**config.mk**
```make
export PLATFORM = sky130hd
export DESIGN_NAME = pe_traffic_gen
export DESIGN_NICKNAME = d
export VERILOG_FILES = /design/src/rtl/pe_traffic_gen.sv
export SDC_FILE = /design/constraint.sdc
export NUM_CORES = 1
export LEC_CHECK = 0
export CAP_MARGIN = 20
export CORE_MARGIN = 4
export CORE_UTILIZATION = 45
export CTS_BUF_LIST = sky130_fd_sc_hd__clkbuf_16
export DETAILED_ROUTE_END_ITERATION = 8
export GPL_TIMING_DRIVEN = 0
export PLACE_DENSITY = 0.84
export SLEW_MARGIN = 0
export SYNTH_ARGS = -nofsm -noshare
export SYNTH_HDL_FRONTEND = slang
export SYNTH_SLANG_ARGS = --single-unit
export TNS_END_PERCENT = 1
```
**constraint.sdc**
```tcl
create_clock -name clk -period 2.8 [get_ports clk]
set_input_delay 0.56 -clock clk [delete_from_list [all_inputs] [get_ports clk]]
set_output_delay 0.56 -clock clk [all_outputs]
set_load 0.05 [all_outputs]
```
**src/rtl/pe_traffic_gen.sv**
```systemverilog
// pe_traffic_gen: synthetic-pattern packet source with gap/back-pressure plus a counting sink.
// Define PE_DEST_CHECK_EN to count received packets whose dest field differs from ADDRESS.
module pe_traffic_gen #(
    parameter int ADDRESS       = 0,
    parameter int NUM_PE        = 8,
    parameter int ADDRESS_WIDTH = 3,
    parameter int DATA_WIDTH    = 32,
    parameter int PKT_LIMIT     = 100,
    parameter int PATTERN       = 0,
    parameter int GAP_CYCLES    = 0
) (
    input  logic                                clk,
    input  logic                                rst,
    input  logic                                i_start,
    output logic [ADDRESS_WIDTH+DATA_WIDTH-1:0] o_data,
    output logic                                o_data_valid,
    input  logic                                i_data_ready,
    input  logic [ADDRESS_WIDTH+DATA_WIDTH-1:0] i_data,
    input  logic                                i_data_valid,
    output logic                                o_data_ready,
    output logic                                o_done,
    output logic [31:0]                         o_sent_count,
    output logic [31:0]                         o_rcvd_count,
    output logic [31:0]                         o_err_count
);
    localparam int AW = ADDRESS_WIDTH;
    localparam int DW = DATA_WIDTH;
    localparam logic [AW-1:0] MY_ADDR = AW'(ADDRESS);
    localparam logic [15:0] SEED = (16'(ADDRESS + 1) == 16'd0) ? 16'd1 : 16'(ADDRESS + 1);
    localparam logic [DW-1:0] BASE = DW'(PKT_LIMIT * ADDRESS);

    typedef enum logic [1:0] {IDLE, SEND, GAP, DONE} state_t;

    state_t           r_state, w_state_nxt;
    logic [31:0]      r_idx, r_gap, r_rcvd;
    logic [15:0]      r_lfsr, w_lfsr_nxt;
    logic [AW+DW-1:0] r_data;
    logic             w_accept, w_last;

    // Only RANDOM depends on the LFSR; every other pattern folds to a constant.
    function automatic logic [AW-1:0] f_dest(input logic [15:0] lfsr);
        logic [AW-1:0] d;
        d = '0;
        for (int j = 0; j < AW; j++)
            d[j] = (PATTERN == 1) ? ~MY_ADDR[j] :
                   (PATTERN == 2) ? MY_ADDR[AW-1-j] :
                   (PATTERN == 3) ? MY_ADDR[(j+1)%AW] :
                   (PATTERN == 4) ? MY_ADDR[(j+AW/2)%AW] : 1'b0;
        return (PATTERN == 0) ? AW'(lfsr % 16'(NUM_PE)) :
               (PATTERN == 5) ? AW'((ADDRESS + (NUM_PE + 1) / 2) % NUM_PE) :
               (PATTERN == 6) ? AW'((ADDRESS + 1) % NUM_PE) : d;
    endfunction

    assign w_lfsr_nxt = (r_lfsr >> 1) ^ (r_lfsr[0] ? 16'hB400 : 16'h0000);
    assign w_accept   = (r_state == SEND) && i_data_ready;
    assign w_last     = (r_idx + 32'd1) == 32'(PKT_LIMIT);

    always_ff @(posedge clk or negedge rst)
        if (!rst) r_state <= IDLE;
        else      r_state <= w_state_nxt;

    always_comb begin
        w_state_nxt = r_state;
        case (r_state)
            IDLE:    w_state_nxt = i_start ? ((PKT_LIMIT == 0) ? DONE : SEND) : IDLE;
            SEND:    w_state_nxt = !w_accept ? SEND : w_last ? DONE : (GAP_CYCLES == 0) ? SEND : GAP;
            GAP:     w_state_nxt = (r_gap == 32'd0) ? SEND : GAP;
            default: w_state_nxt = DONE;
        endcase
    end

    always_comb begin
        o_data_valid = (r_state == SEND);
        o_done       = (r_state == DONE);
    end

    // r_data always holds the packet for the current index so it is ready the cycle SEND is entered.
    always_ff @(posedge clk or negedge rst)
        if (!rst) begin
            r_idx  <= '0;
            r_gap  <= '0;
            r_lfsr <= SEED;
            r_data <= '0;
            r_rcvd <= '0;
        end else begin
            if (r_state == IDLE && i_start)
                r_data <= {f_dest(r_lfsr), BASE + DW'(r_idx)};
            if (w_accept) begin
                r_idx  <= r_idx + 32'd1;
                r_lfsr <= w_lfsr_nxt;
                r_data <= {f_dest(w_lfsr_nxt), BASE + DW'(r_idx + 32'd1)};
            end
            r_gap  <= w_accept ? 32'(GAP_CYCLES - 1) : (r_state == GAP) ? r_gap - 32'd1 : r_gap;
            r_rcvd <= r_rcvd + 32'(i_data_valid);
        end

`ifdef PE_DEST_CHECK_EN
    logic [31:0] r_err;
    logic        w_unused;
    always_ff @(posedge clk or negedge rst)
        if (!rst) r_err <= '0;
        else      r_err <= r_err + 32'(i_data_valid && (i_data[DW+:AW] != MY_ADDR));
    assign o_err_count = r_err;
    assign w_unused    = ^i_data[DW-1:0];
`else
    logic w_unused;
    assign o_err_count = '0;
    assign w_unused    = ^i_data;
`endif

    assign o_data       = r_data;
    assign o_data_ready = 1'b1;
    assign o_sent_count = r_idx;
    assign o_rcvd_count = r_rcvd;
endmodule
```
==> flow_metrics.tcl <==
set metrics [dict create \
    synth_most_common_cell "dfrtp_1" \
    drc 0 \
    ioPinCount 174 \
    cp.required_ns 3.15 \
    critical_path_arrival_ns 3.16 \
    maxSlewHeadroom_pct 32.8 \
    synth_top_area_share_pct 51.4 \
    yosysUniqueCellTypes 55 \
    post-route-period-util_pct 100 \
    postSynthAreaPerCell_um2 10.5 \
    ys_ff_latch 149 \
    final_cells 1078 \
    syn_inst 689 \
    gp_congestion 0.878 \
    total_power_uw 5210 \
    rows 46 \
    dieArea_mm2 0.0181 \
    crit_path_end_kind "flip-flop" \
    numCtsBuffers 17 \
    hold_violations 0 \
    htree_levels 4 \
    p_leak_uw 0.00422 \
    violations "setup timing" \
    slowest_stage "or4_4" \
    clk_path_buf_depth 2 \
    grt_pass1_wl_um 26600 \
    dp_cells 1042 \
    path_class "flip-flop to flip-flop" \
    synthFlopType "dfrtp_1" \
    peakVddDrop_mv 0.503 \
    grt_pass1_vias 5391 \
    cp_max_fo 7 \
    drtIter0Drc 275 \
    firstDrtPassIters 4 \
    synth_edf_count 0 \
    regToRegStartpoint "r_gap[5]" \
    crit_top_cell "or4_4" \
    io_buffers 105 \
    cp_cell_sequence "or4_4 -> or4_4 -> buf_6 -> nor3_1 -> nand4_1 -> or3_1 -> nand3_1" \
    worstSetupStartpoint "r_gap[5]" \
    drv_cap 0 \
    viasPerCell 5.15 \
    worst_hold_path_type "primary input to async pin" \
    diodes 0 \
    setup_viol 1 \
    fin_ws_ns -0.00297 \
    crit_path_max_incr_delay_ns 0.56 \
    power_density_mw_per_mm2 555 \
    synthArstFlopShare_pct 100 \
    totalWireLength_um 16000 \
    clk_pin_slew_ns 0.06 \
    antenna_found_initial 0 \
    status "complete, but fails checks" \
    wl_per_cell_um 14.9 \
    nNetsFinal 894 \
    drv_slew 0 \
    layout-drive-gt1-share_pct 16.7 \
    core_mm2 0.0158 \
    rsz0062_at_grt "true" \
    tightest_slew_ns 0.999 \
    syn_area_mm2 0.00721 \
    cts_root_buffer "clkbuf_16" \
    post-dp-hpwl_um 11200 \
    yosys_warnings 0 \
    grt_use_total_pct 18.2 \
    initial_core_util_pct 45.7 \
    cp-start-kind "flip-flop" \
    holdWs_ns 0.112 \
    ys_seq_area_share_pct 51.7 \
    yosys.area.top_type "dfrtp_1" \
    dieWidth_um 135 \
    clock_latency_ns 0.43 \
    ant_nets 0 \
    area_delta_synth_final_pct 30.3 \
    via_count 5549 \
    synthTopCellsByArea "dfrtp_1 (51%), xnor2_1 (7.7%), nand2_1 (5.6%)" \
    clock-sinks 149 \
    die_h_um 135 \
    grt_overflow_total 0 \
    synth_common_cells "dfrtp_1 (148), nand2_1 (108), xnor2_1 (63), mux2_2 (35)" \
    cts_tree "yes" \
    fmax_mhz 357 \
    fin_crit_ns 2.80 \
    skew_ns 0.00851 \
    grt_max_degree 82 \
]
==> worst max-delay path, delay by kind of cell, from the launching register on <==
family	cells	cell delay, ns
buf+inv	1	0.15
flops	1	0.41
simple gates	6	2.17
==> power breakdown <==
group	internal, uW	leakage, uW	switching (uW)
Clock	1370	0.000292	855
Combinational	204	0.00199	422
Sequential	2250	0.00194	110
Total	3830	0.00422	1390
==> stage by stage <==
step                setup slack [ns]  utilization (%)  setup TNS [ns]  area (um^2)
finish                      -0.00297             59.6        -0.00297         9390
floorplan                    0.00292                -               0         7370
global route                  -0.153             59.6          -0.571         9390
CTS                           0.0376             59.2               0         9340
global placement               -5.28             55.1         -718.29         8690
detailed placement            -0.288             55.3           -8.91         8720
==> state kept, by name, summed over array words and instances (netlist names) <==
register      cells
o_data           35
o_rcvd_count     32
o_sent_count     32
r_gap            32
r_lfsr           16
r_state           2
==> placed cells by master, fill, tap and decap left out, types with 7 or more instances in the layout <==
master and n:
a21oi_1 8, conb_1 33, or3_1 8, nand3_1 32
clkdlybuf4s50_1 104, o21ai_0 16, nor2_1 30, xnor2_1 63
clkbuf_1 19, nor4_1 8, inv_1 10, buf_4 37
nor3_1 23, nand4_1 21, and4_1 7, mux2_2 35
nand2_1 108, dfrtp_2 13, xor2_1 29, clkbuf_16 17
dfrtp_1 135, and3_1 17
==> metal layers <==
layer,wire length (um),up-vias,GRT usage [%],share of wire [%]
li1,-,2652,-,-
met1,6740,2727,23.4,42
met2,8030,143,29.3,50
met3,931,27,5.40,5.8
met4,315,0,6.90,2.0
met5,0,-,0,0
==> worst paths after layout <==
kind | endpoint | slack [ns] | cells after the start
worst max-delay path | r_gap[25] | -0.003 | 7
worst min-delay path | o_data[20] | 0.11 | 1
worst max register to register | r_gap[25] | -0.003 | 7
worst min register to register | r_lfsr[8] | 0.47 | 2
max in group asynchronous | r_lfsr[0] | 1.86 | 2
min in group clk | r_lfsr[8] | 0.47 | 2
==> cell families after synthesis <==
family	Yosys count	share of synthesized area, %
AOI/OAI and AO/OA	46	4.06
xor gates and xnor gates	92	11.2
adders and majority gates	5	0.868
buffers and inverters	69	5.47
DFF	149	51.7
muxes	37	5.74
other	2	0.104
and+or+nand+nor	289	20.8
==> area by class of cell <==
type / count / area [um^2]
Clock inverter: 15 / 149
Timing Repair Buffer: 110 / 1110
Buffer: 62 / 387
Sequential cell: 149 / 3750
Fill cell: 1289 / 6380
Inverter: 7 / 26.3
Clock buffer: 17 / 425
Tap cell: 216 / 270
Multi-Input combinational cell: 502 / 3280
==> what timing repair did <==
action / CTS / global route
resized for setup: 2 / 13
endpoints found under the setup margin: 1 / 17
pin swaps: 2 / 2
hold buffers: 0 / 0
buffers inserted: 4 / 0
Note: power is estimated with default switching activity, not from simulation.
==> variant 1, RTL diff (config.mk and constraints unchanged) <==
`ADDRESS_WIDTH`: 3 -> 2.
--- a/src/rtl/pe_traffic_gen.sv
+++ b/src/rtl/pe_traffic_gen.sv
@@ -5,3 +5,3 @@
     parameter int NUM_PE        = 8,
-    parameter int ADDRESS_WIDTH = 3,
+    parameter int ADDRESS_WIDTH = 2,
     parameter int DATA_WIDTH    = 32,
Interface: changed (resized i_data and o_data); port bits go from 174 to 172. No check against the original RTL was run, so the function may have changed too.
==> variant 1 against the unedited design <==
Area after synthesis fell by 0.23%. Wire length rose by 3.3%. Total power fell by 2.2%. Fmax rose by 2.2%. Setup slack improved by 61 ps. Clock power fell by 4%. Final area fell by 1.4%. Sequential cell count fell by 1.
==> variant 1: results (changes against the unedited design) <==
GR met1 Demand/Resource=23.8% (was 23.4%); mean number of vias per cell=5.21 (was 5.15); PwrDens=550 nW/um^2 (was 555 nW/um^2); static leakage=4.12 nW (was 4.22 nW); Final GP Congestion=0.909 (was 0.878); result of the run=completed (was complete, but fails checks); share of synthesized area occupied by flip-flops and latches=51.5% (was 51.7%); clock-cell share of area=5.93% (was 6.11%); sequential fraction of total cell area=40.0% (was 39.9%); xor/xnor cell area share of the yosys netlist=11.3% (was 11.2%); met1 wire length=6850 um (was 6740 um); biggest fanout along the worst timing path=8 (was 7); met2 Resource Use GR=31.1% (was 29.3%); maximum number of pins on one net before global-route repair=84 (was 82); P_sw=1.32 mW (was 1.39 mW); routed length per placed instance=15.5 um (was 14.9 um); layout cells sized above 1=14.1% (was 16.7%); peak supply drop=773 uV (was 503 uV); number of global-route vias before repair=5455 (was 5391); Routed met2 length=8180 um (was 8030 um); count of multi-input combinational gates=507 (was 502); power of the combinational group=0.619 mW (was 0.626 mW); number of nets in the layout=895 (was 894); Post-Route Skew=7.05 ps (was 8.51 ps); synthesized flop and latch total=148 (was 149); Rel. slew slack=45.9% (was 32.8%)
variant 1: cell types whose count changed in the layout (fill, tap and decap cells not counted), moves of 5 or more:
cell      change
and3_1        -6
nand2_1       -5
o21ai_0       -8
nand2b_1      -5
dfrtp_2      -10
nor2_1        +8
dfrtp_1       +9
variant 1: what timing repair did:
item | 4_1_cts | 5_1_grt
setup buffers | 0 | 4
pin swaps | 0 | 2
resized for setup | 1 | 10
endpoints found under the setup margin | 3 | 23
variant 1: stage by stage:
step | utilization (%) | hold slack, ps | TNS [ps] | instance area, sq um
floorplan | - | 264 | 0 | 7310
global placement | 55.8 | 444 | -683110 | 8620
detailed placement | 56.0 | 452 | -6820 | 8640
CTS | 59.6 | 143 | 0 | 9200
global route | 60.0 | 167 | -642 | 9260
finish | 60.0 | 133 | 0 | 9260
variant 1: critical path, stage by stage (launching register included):
cell and delay, ps:
dfrtp_1 410, or4_1 510, buf_2 180, or4_4 480, nor3_1 540, nand2_1 180
xor2_1 220, nand2_1 80
==> variant 2, RTL diff (same flow settings) <==
Made on the original files. Put one more register stage on the output `o_rcvd_count`, cleared by the reset. The value now appears one clock later. The other outputs are not delayed to match.
--- a/src/rtl/pe_traffic_gen.sv
+++ b/src/rtl/pe_traffic_gen.sv
@@ -113,3 +113,9 @@
     assign o_sent_count = r_idx;
-    assign o_rcvd_count = r_rcvd;
+    always_ff @(posedge clk or negedge rst) begin
+        if (!rst) begin
+            o_rcvd_count <= '0;
+        end else begin
+            o_rcvd_count <= r_rcvd;
+        end
+    end
 endmodule
Function: changed (a bounded check fails within 4 cycles, from zero or initial values and one cycle with rst low).
==> variant 2 against the unedited design <==
Setup slack improved by 140 ps. Total power rose by 9.4%. Area after synthesis rose by 11%. Sequential cell count rose by 32. Combinational power fell by 15%. Critical endpoint is now r_state[1]. Wire length rose by 9.4%. Critical path depth rose by 2. Fmax rose by 5.1%. Final area rose by 7.1%.
==> variant 2: results (changes against the unedited design) <==
routed length per placed instance=15.8 um (was 14.9 um); antenna cells=0 (unchanged); global-route wire length before repair=28800 um (was 26600 um); P_sw=1.57 mW (was 1.39 mW); static leakage=4.64 nW (was 4.22 nW); starting DRC count in detailed routing=323 (was 275); Post-Route Skew=12.2 ps (was 8.51 ps); register-to-register setup slack=170 ps (was -3 ps); main area contributors after synthesis=dfrtp_1 57%, xnor2_1 6.6%, mux2_2 5.4% (was dfrtp_1 51%, xnor2_1 7.7%, nand2_1 5.6%); Final GP Congestion=0.874 (was 0.878); number of global-route vias before repair=5661 (was 5391); library cell contributing the largest single delay on the critical path=clkdlybuf4s50_1 (was or4_4); peak supply drop=581 uV (was 503 uV); global-route usage over all layers=18.2% (about the same); number of nets in the layout=913 (was 894); smallest hold slack=45.7 ps (was 112 ps); count of input and output buffers=105 (unchanged); top cells by count, synth=180 x dfrtp_1, 103 x nand2_1, 60 x xnor2_1 (was 148 x dfrtp_1, 108 x nand2_1, 63 x xnor2_1); worst min path class=primary input to asynchronous set/reset pin (unchanged); number of levels the H-tree was split into=4 (unchanged); Filler Cells Inserted=1414 (was 1289); Placed Area=9450 sq um (was 8720 sq um); Rel. slew slack=40.1% (was 32.8%); Die Span X=141 um (was 135 um); layout cells sized above 1=14.6% (was 16.7%); drt first pass iters=5 (was 4); hpwl dp=12300 um (was 11200 um); arrival time reported for the critical path endpoint=3020 ps (was 3160 ps); RR Startpoint=o_sent_count[0] (was r_gap[5]); Num CTS Buffers=17 (unchanged); result of the run=completed (was complete, but fails checks); launching element of the worst setup path=i_data_ready (was r_gap[5]); maximum number of pins on one net before global-route repair=125 (was 82); Max stage delay on crit path=540 ps (was 560 ps); share of synthesized area occupied by flip-flops and latches=56.8% (was 51.7%); clock latency reported for the late side of the worst-skew pair=430 ps (about the same); via total after detailed routing=5536 (was 5549)
variant 2: metal layers:
metal / GRT usage [%] / vias up / wire, um
met3: 7.33 / 22 / 1450
met2: 28.6 / 123 / 8240
met1: 22.8 / 2696 / 7520
met5: 0 / - / 0
li1: - / 2695 / -
met4: 6.27 / 0 / 323
variant 2: cell families (layout without fill, tap and decap cells):
logic type               Yosys count  after routing  share of synthesized area [%]
XOR/XNOR                          91             91                           10.0
AO/OA/AOI/OAI                     41             41                           3.12
multiplexers                      40             40                           5.62
buffers and inverters             65            205                           4.80
other                              2             33                         0.0942
AND/OR/NAND/NOR                  287            287                           18.9
adder cells (fa/ha/maj)            4              4                          0.628
flip-flops                       181            181                           56.8
variant 2: repair_timing:
item | in CTS | in global routing
buffers inserted | 2 | 0
endpoints found under the setup margin | 1 | 1
resized for setup | 0 | 1
pin swaps | 1 | 0
hold endpoints to repair | 0 | 0
variant 2: stage by stage:
stage	util, %	power [mW]	setup slack, ps	setup TNS, ps	std cells
finish	58.0	5.70	133	0	1107
global route	58.0	5.90	2.93	0	1107
CTS	57.9	5.75	108	0	1107
detailed placement	54.5	3.37	-296	-11070	1073
global placement	54.3	3.36	-6140	-1115320	1072
floorplan	-	3.18	65.3	0	742
variant 2: final cells by class:
class	instances	share of cell area [%]
multi-input cells	496	31.6
inverters	5	0.187
clock inverters	15	1.64
clock buffers	17	4.23
flip-flops and latches	181	45.0
well taps	225	2.80
plain buffers	60	3.62
repair buffers	108	10.9
variant 2: power groups by stage:
stage	Combinational, mW	Sequential, mW	Clock [mW]
floorplan	0.187	2.99	0
global placement	0.527	2.84	0
detailed placement	0.538	2.83	0
CTS	0.539	2.79	2.43
global route	0.569	2.80	2.53
finish	0.535	2.79	2.38
variant 2: path summary, 6_finish.rpt:
kind / end / cells past startpoint
worst max-delay path: r_state[1] / 9
worst min-delay path: r_lfsr[3] / 1
min in group clk: o_rcvd_count[0] / 0
max in group asynchronous: r_rcvd[18] / 2
worst max register to register: r_state[1] / 8
worst min register to register: o_rcvd_count[0] / 0
variant 2: critical path: cells and delay by family:
kind,cells,cell delay (ps)
compound gates,2,350
buf+inv,2,760
simple gates,5,1340
